--- config.mk ---
export PLATFORM = sky130hd
export DESIGN_NAME = load_store_unit_flat
export DESIGN_NICKNAME = d
export VERILOG_FILES = /design/src/rtl/load_store_unit_if.sv /design/src/rtl/load_store_unit.sv /design/src/flat_wrapper.sv
export SDC_FILE = /design/constraint.sdc
export NUM_CORES = 1
export LEC_CHECK = 0
export BUFFER_PORTS_ARGS = -buffer_cell sky130_fd_sc_hd__buf_2
export CAP_MARGIN = 30
export CORE_UTILIZATION = 40
export CTS_CLUSTER_DIAMETER = 40
export DETAILED_ROUTE_END_ITERATION = 10
export PLACE_DENSITY = 0.68
export SLEW_MARGIN = 20
export SYNTH_ARGS = -nofsm -noshare
export SYNTH_HDL_FRONTEND = slang
export SYNTH_SLANG_ARGS = --single-unit
--- constraint.sdc ---
create_clock -name clk -period 3.55 [get_ports clk]
set_input_delay 1.065 -clock clk [delete_from_list [all_inputs] [get_ports clk]]
set_output_delay 1.065 -clock clk [all_outputs]
set_load 0.02 [all_outputs]
--- src/rtl/load_store_unit_if.sv ---
`default_nettype none
// ============================================================================
// Module      : load_store_unit_if
// Description : Bundles the request handshake of the load/store unit and its
//               word-wide data memory port.
//               slave  - seen by load_store_unit
//               master - seen by the pipeline/memory environment
//               Request : start, op, size, unsigned_ld, addr, store_data
//               Status  : busy, done, fault, load_data
//               Memory  : mem_read, mem_write, mem_address, mem_write_data,
//                         mem_read_data
// Revision    : 1.0 - initial release
// ============================================================================
interface load_store_unit_if;
    logic        start;
    logic [1:0]  op;
    logic [1:0]  size;
    logic        unsigned_ld;
    logic [31:0] addr;
    logic [31:0] store_data;
    logic        busy;
    logic        done;
    logic        fault;
    logic [31:0] load_data;
    logic        mem_read;
    logic        mem_write;
    logic [31:0] mem_address;
    logic [31:0] mem_write_data;
    logic [31:0] mem_read_data;

    modport slave (
        input  start, op, size, unsigned_ld, addr, store_data, mem_read_data,
        output busy, done, fault, load_data,
        output mem_read, mem_write, mem_address, mem_write_data
    );

    modport master (
        output start, op, size, unsigned_ld, addr, store_data, mem_read_data,
        input  busy, done, fault, load_data,
        input  mem_read, mem_write, mem_address, mem_write_data
    );
endinterface
`default_nettype wire

--- src/rtl/load_store_unit.sv ---
`default_nettype none
// ============================================================================
// Module      : load_store_unit
// Description : Memory-stage sequencer in front of a word-only data memory.
//               Provides byte/half/word loads with sign or zero extension,
//               sub-word stores via read-modify-write, alignment fault
//               detection and a start/busy/done handshake.
//               Optional feature macro: LSU_RANGE_CHECK_EN - when defined,
//               addresses at or beyond MEM_WORDS*4 bytes fault.
// Ports       : clk   - clock, all state changes on posedge
//               reset - synchronous, active-high
//               bus   - load_store_unit_if.slave (request + memory port)
// Revision    : 1.0 - initial release
// ============================================================================
module load_store_unit #(
    parameter int MEM_WORDS = 1024
) (
    input  wire logic          clk,
    input  wire logic          reset,
    load_store_unit_if.slave   bus
);

    typedef enum logic [2:0] {
        S_IDLE      = 3'd0,
        S_LOAD      = 3'd1,
        S_WRITE     = 3'd2,
        S_RMW_READ  = 3'd3,
        S_RMW_WRITE = 3'd4,
        S_DONE      = 3'd5,
        S_ERR       = 3'd6
    } state_t;

    localparam logic [1:0] c_OP_NONE  = 2'b00;
    localparam logic [1:0] c_OP_LOAD  = 2'b01;
    localparam logic [1:0] c_OP_RSVD  = 2'b11;
    localparam logic [1:0] c_SZ_BYTE  = 2'b00;
    localparam logic [1:0] c_SZ_HALF  = 2'b01;
    localparam logic [1:0] c_SZ_WORD  = 2'b10;
    localparam logic [1:0] c_SZ_RSVD  = 2'b11;
    localparam logic [32:0] c_ADDR_LIMIT = 33'(MEM_WORDS) * 33'd4;

    state_t      r_state;
    state_t      w_next_state;
    logic [1:0]  r_size;
    logic        r_unsigned;
    logic [31:0] r_addr;
    logic [31:0] r_store_data;
    logic [31:0] r_merge;
    logic [31:0] r_load_data;

    logic        w_accept;
    logic        w_fault;
    logic        w_out_of_range;
    logic        w_range_fault;
    logic [7:0]  w_byte;
    logic [15:0] w_half;
    logic [31:0] w_ext;
    logic [31:0] w_merge;

    // ------------------------------------------------------------------------
    // Request acceptance and fault classification (inputs valid only here)
    // ------------------------------------------------------------------------
    assign w_accept       = (r_state == S_IDLE) && bus.start && (bus.op != c_OP_NONE);
    assign w_out_of_range = ({1'b0, bus.addr} >= c_ADDR_LIMIT);

`ifdef LSU_RANGE_CHECK_EN
    assign w_range_fault = w_out_of_range;
`else
    // Without the range check the memory simply aliases high addresses.
    logic w_unused_range;
    assign w_unused_range = w_out_of_range;
    assign w_range_fault  = 1'b0;
`endif

    assign w_fault = (bus.op == c_OP_RSVD) || (bus.size == c_SZ_RSVD)
                  || ((bus.size == c_SZ_HALF) && bus.addr[0])
                  || ((bus.size == c_SZ_WORD) && (bus.addr[1:0] != 2'b00))
                  || w_range_fault;

    // ------------------------------------------------------------------------
    // Lane extraction for loads and lane merge for sub-word stores
    // ------------------------------------------------------------------------
    always_comb begin
        w_byte = 8'h00;
        case (r_addr[1:0])
            2'd0:    w_byte = bus.mem_read_data[7:0];
            2'd1:    w_byte = bus.mem_read_data[15:8];
            2'd2:    w_byte = bus.mem_read_data[23:16];
            default: w_byte = bus.mem_read_data[31:24];
        endcase
        w_half = r_addr[1] ? bus.mem_read_data[31:16] : bus.mem_read_data[15:0];

        w_ext = bus.mem_read_data;
        if (r_size == c_SZ_BYTE) begin
            w_ext = r_unsigned ? {24'h000000, w_byte} : {{24{w_byte[7]}}, w_byte};
        end else if (r_size == c_SZ_HALF) begin
            w_ext = r_unsigned ? {16'h0000, w_half} : {{16{w_half[15]}}, w_half};
        end

        w_merge = bus.mem_read_data;
        if (r_size == c_SZ_BYTE) begin
            case (r_addr[1:0])
                2'd0:    w_merge[7:0]   = r_store_data[7:0];
                2'd1:    w_merge[15:8]  = r_store_data[7:0];
                2'd2:    w_merge[23:16] = r_store_data[7:0];
                default: w_merge[31:24] = r_store_data[7:0];
            endcase
        end else if (r_addr[1]) begin
            w_merge[31:16] = r_store_data[15:0];
        end else begin
            w_merge[15:0]  = r_store_data[15:0];
        end
    end

    // ------------------------------------------------------------------------
    // State machine: state register
    // ------------------------------------------------------------------------
    always_ff @(posedge clk) begin
        if (reset) begin
            r_state <= S_IDLE;
        end else begin
            r_state <= w_next_state;
        end
    end

    // ------------------------------------------------------------------------
    // State machine: next state
    // ------------------------------------------------------------------------
    always_comb begin
        w_next_state = r_state;
        case (r_state)
            S_IDLE: begin
                if (w_accept) begin
                    if (w_fault)                    w_next_state = S_ERR;
                    else if (bus.op == c_OP_LOAD)   w_next_state = S_LOAD;
                    else if (bus.size == c_SZ_WORD) w_next_state = S_WRITE;
                    else                            w_next_state = S_RMW_READ;
                end
            end
            S_LOAD:      w_next_state = S_DONE;
            S_WRITE:     w_next_state = S_DONE;
            S_RMW_READ:  w_next_state = S_RMW_WRITE;
            S_RMW_WRITE: w_next_state = S_DONE;
            S_DONE:      w_next_state = S_IDLE;
            S_ERR:       w_next_state = S_IDLE;
            default:     w_next_state = S_IDLE;
        endcase
    end

    // ------------------------------------------------------------------------
    // Datapath registers
    // ------------------------------------------------------------------------
    always_ff @(posedge clk) begin
        if (reset) begin
            r_size       <= 2'b00;
            r_unsigned   <= 1'b0;
            r_addr       <= 32'h0;
            r_store_data <= 32'h0;
            r_merge      <= 32'h0;
            r_load_data  <= 32'h0;
        end else begin
            if (w_accept) begin
                r_size       <= bus.size;
                r_unsigned   <= bus.unsigned_ld;
                r_addr       <= bus.addr;
                r_store_data <= bus.store_data;
            end
            if (r_state == S_LOAD) begin
                r_load_data <= w_ext;
            end
            if (r_state == S_RMW_READ) begin
                r_merge <= w_merge;
            end
        end
    end

    // ------------------------------------------------------------------------
    // Outputs: pure decodes of the current state
    // ------------------------------------------------------------------------
    assign bus.busy        = (r_state != S_IDLE);
    assign bus.done        = (r_state == S_DONE) || (r_state == S_ERR);
    assign bus.fault       = (r_state == S_ERR);
    assign bus.load_data   = r_load_data;
    assign bus.mem_read    = (r_state == S_LOAD)  || (r_state == S_RMW_READ);
    assign bus.mem_write   = (r_state == S_WRITE) || (r_state == S_RMW_WRITE);
    assign bus.mem_address = {r_addr[31:2], 2'b00};

    always_comb begin
        bus.mem_write_data = 32'h0;
        if (r_state == S_WRITE) begin
            bus.mem_write_data = r_store_data;
        end else if (r_state == S_RMW_WRITE) begin
            bus.mem_write_data = r_merge;
        end
    end

endmodule
`default_nettype wire

--- src/flat_wrapper.sv ---
// flat-port wrapper written by rule: the top's interface ports become plain ports
module load_store_unit_flat 
#(
    parameter int MEM_WORDS = 1024
)
  (clk, reset, bus_start, bus_op, bus_size, bus_unsigned_ld, bus_addr, bus_store_data, bus_mem_read_data, bus_busy, bus_done, bus_fault, bus_load_data, bus_mem_read, bus_mem_write, bus_mem_address, bus_mem_write_data);
  load_store_unit_if bus_i ();
  input  wire logic clk;
  input  wire logic reset;
  input wire logic [$bits(bus_i.start)-1:0] bus_start;
  input wire logic [$bits(bus_i.op)-1:0] bus_op;
  input wire logic [$bits(bus_i.size)-1:0] bus_size;
  input wire logic [$bits(bus_i.unsigned_ld)-1:0] bus_unsigned_ld;
  input wire logic [$bits(bus_i.addr)-1:0] bus_addr;
  input wire logic [$bits(bus_i.store_data)-1:0] bus_store_data;
  input wire logic [$bits(bus_i.mem_read_data)-1:0] bus_mem_read_data;
  output wire logic [$bits(bus_i.busy)-1:0] bus_busy;
  output wire logic [$bits(bus_i.done)-1:0] bus_done;
  output wire logic [$bits(bus_i.fault)-1:0] bus_fault;
  output wire logic [$bits(bus_i.load_data)-1:0] bus_load_data;
  output wire logic [$bits(bus_i.mem_read)-1:0] bus_mem_read;
  output wire logic [$bits(bus_i.mem_write)-1:0] bus_mem_write;
  output wire logic [$bits(bus_i.mem_address)-1:0] bus_mem_address;
  output wire logic [$bits(bus_i.mem_write_data)-1:0] bus_mem_write_data;
  assign bus_i.start = bus_start;
  assign bus_i.op = bus_op;
  assign bus_i.size = bus_size;
  assign bus_i.unsigned_ld = bus_unsigned_ld;
  assign bus_i.addr = bus_addr;
  assign bus_i.store_data = bus_store_data;
  assign bus_i.mem_read_data = bus_mem_read_data;
  assign bus_busy = bus_i.busy;
  assign bus_done = bus_i.done;
  assign bus_fault = bus_i.fault;
  assign bus_load_data = bus_i.load_data;
  assign bus_mem_read = bus_i.mem_read;
  assign bus_mem_write = bus_i.mem_write;
  assign bus_mem_address = bus_i.mem_address;
  assign bus_mem_write_data = bus_i.mem_write_data;
  load_store_unit #(.MEM_WORDS(MEM_WORDS)) u_core (.clk(clk), .reset(reset), .bus(bus_i));
endmodule
==> impl_results.md <==
- #FFs+latches synth: 134
- Synth area leaders: dfxtp_1 43%, nand2_1 11%, a21oi_1 6.9%
- Largest net degree at the start of global routing: 69
- Routed vias/inst: approximately 5.5
- Final core utilization: 0.507
- Hold-fix buffers at CTS: 0
- # IOs: 205
- Gr busiest metal: met2
- Synth area leader: dfxtp_1
- Syn_area_per_cell: 8.35 sq um
- Die area: about 0.016 sq mm
- Die span in x: 127 microns
- Most used flip-flop cell after synthesis: dfxtp_1
- Req. time, crit path: about 2500 ps
- Max Fclk: about 0.33 GHz
- Port Buffers: 202
- Worst-path clk slew: 60 ps
- Setup Buffers After CTS: 0
- Worst Path Buf+Inv: 2
- ANT nets after route: 0
- GRT Util Overall: 0.238
- Post-synth EDFFs: 0
- Drc violations: 0
- Synth-to-layout area growth: 23.4%
- Crit. End Element: output port
- Num rows: between 40 and 50
- Minimum clock period after layout: 3050 ps
- Peak per-stage delay on the critical path: 520 ps
- Final setup fails: 0
- Unrepaired setup endpoints after global routing: false
- Maxcap violations: 0
- TritonRoute pass-1 iters: 4
- Arr. time, crit path: between 1500 and 2000 ps
- Initial DRC count: 341
- Lkg Pwr: 3.38 nW
- Core Region: 0.0152 sq mm
- Status: completed
- Num CTS Buffers: 17
- Yosys top cell area share: 0.430
- Hold Crit Class: register to register
- TritonCTS clock tree: built
- Commonest cells in the netlist: 186 x nand2_1, 134 x dfxtp_1, 86 x a21oi_1, 52 x nor2_1
- PwrDens: roughly 600 mW/mm^2
- Headroom to the max-slew limit: 0.514
- Layout cells sized above 1: 0.298
- DPL Wire Length: ~13000 microns
- Sequential area share after synthesis: 0.430
- Final period util: 0.858
- Wirelength per Cell: 17.4 microns
- Peak supply drop: 0.000400 V
- Count leader, synth: nand2_1
- First-pass GRT wire length: 29500 microns
- Max Slew Vio Count: 0
- Synthesis Warnings: 0
- Ys async rst share: 0
- Crit-path leading delay family: buffers and inverters
- H-tree levels: 4
- Syn Inst Count: 748
- GPL Wtd Cong: approximately 0.86
- Initial core utilization: 0.411
- Final hold vios: 0
- CTS Buffer Depth: 2
- Worst Setup Path Type: register to output port
- Netlist Area Pre-Place: 0.00624 sq mm
- CTS sink cnt: 134
- Die Ht: about 130 microns
- Initial antenna violation count: 1
- Count of different cell masters after synthesis: 47
- Nets: 993
- WL final: 19000 microns
- Cell chain of the critical path: nor3b_2, buf_4, a22o_1, buf_2
- Least-Margin Pin Slew: 727 ps
- Worst skew pair latency: 420 ps
- DR vias: 5969
- Vias in the first global route: 5456
- Gr ovfl total: 0
- Final setup TNS: 0 ps
- M2 GR Usage: 0.377
- Critical Path Source Type: register
- Met3 GRT Util: 0.0881
- Fin Clk Skew: 6.63 ps
- GR Layer Usage met1: 0.302
- Crit-path slowest cell: dfxtp_1
- Clock root buffer: clkbuf_16
- CTS resizes: 0
- Crit path max fanout: 32
## where the power goes
part | internal (mW) | total [mW] | switching, mW
Clock | 1.11 | 1.81 | 0.700
Combinational | 0.335 | 0.938 | 0.603
Sequential | 1.65 | 1.75 | 0.105
## worst reg2reg max path, cell delays in order (launching register included)
cell	delay [ps]
dfxtp_1	790
or3b_1	700
o22a_1	320
o221ai_1	270
a21oi_1	110
## final cells by class
cell class | instances | area (sq um)
tap | 188 | 235
timing repair buffer | 216 | 1140
multi-input combinational | 518 | 3020
clock inverter | 14 | 178
fill | 1505 | 7500
clock buffer | 18 | 429
inverter | 2 | 7.51
sequential | 134 | 2680
antenna | 1 | 2.50
## routing by layer
layer | routed length [microns] | vias to the layer above | part of all wire
li1 | - | 2884 | -
met2 | 8780 | 279 | 0.46
met3 | 1810 | 29 | 0.095
met4 | 305 | 0 | 0.016
met1 | 8100 | 2777 | 0.43
met5 | 0 | - | 0
## state kept, by name (all words and copies together) (netlist names)
register	flops
u_core.bus.load_data	32
u_core.r_addr	32
u_core.r_merge	32
u_core.r_size	2
u_core.r_state	3
u_core.r_store_data	32
u_core.r_unsigned	1
## path summary, 6_finish.rpt
| kind | from | end | slack [ps] | depth (start not counted) |
|---|---|---|---|---|
| setup reg to reg | u_core.r_addr[0]$_SDFFE_PP0P_ | u_core.r_merge[25]$_SDFFE_PP0P_ | 1230 | 4 |
| hold / removal | u_core.r_addr[15]$_SDFFE_PP0P_ | u_core.r_addr[15]$_SDFFE_PP0P_ | 450 | 2 |
| setup / recovery | u_core.r_state[1]$_SDFFE_PP0P_ | bus_mem_write_data[10] | 500 | 4 |
| hold reg to reg | u_core.r_addr[15]$_SDFFE_PP0P_ | u_core.r_addr[15]$_SDFFE_PP0P_ | 450 | 2 |
## placed cells by master, fill, tap and decap left out, types with 2 or more instances in the layout
cell       Yosys  routed
o21a_1         8       8
dfxtp_1      134     134
clkbuf_16      0      17
buf_12         0       2
o22a_1         8       8
clkinv_2       0       2
a21oi_1       86      86
nor3b_2        0       2
or2_2          1       2
a31oi_1        2       2
a211oi_1      26      26
nor3_1        16      16
clkinv_4       0       6
bufinv_16      0       3
o221ai_1      16      16
buf_4         36      13
mux2i_1       22      22
conb_1         1       2
a21o_1         2       2
inv_6          0       2
buf_2         18     201
nor2_1        52      51
a22o_1        32      32
o211a_1        7       7
nand2_1      186     186
mux4_2         9       9
a21oi_2        2       2
nand3_1        8       8
a311oi_1       8       8
and2_1         2       2
## stage by stage
stage               total power, mW  instances  cell area [sq um]  setup slack, ps  hold slack (ps)
global placement               2.71       1058               7090              975              438
floorplan                      2.44        749               6250              914              432
global route                   4.71       1090               7700              419              465
CTS                            4.53       1090               7700              505              452
finish                         4.50       1091               7700              505              449
detailed placement             2.72       1058               7090              953              443
## kinds of logic after synthesis
logic type	count (synthesis)	synth area share
compound gates	204	0.228
xor+xnor	1	0.00140
buf+inv	97	0.0896
flops	134	0.430
mux	32	0.0696
other cells	1	0.000601
simple gates	279	0.181
Power figures use the tool's default switching activity.
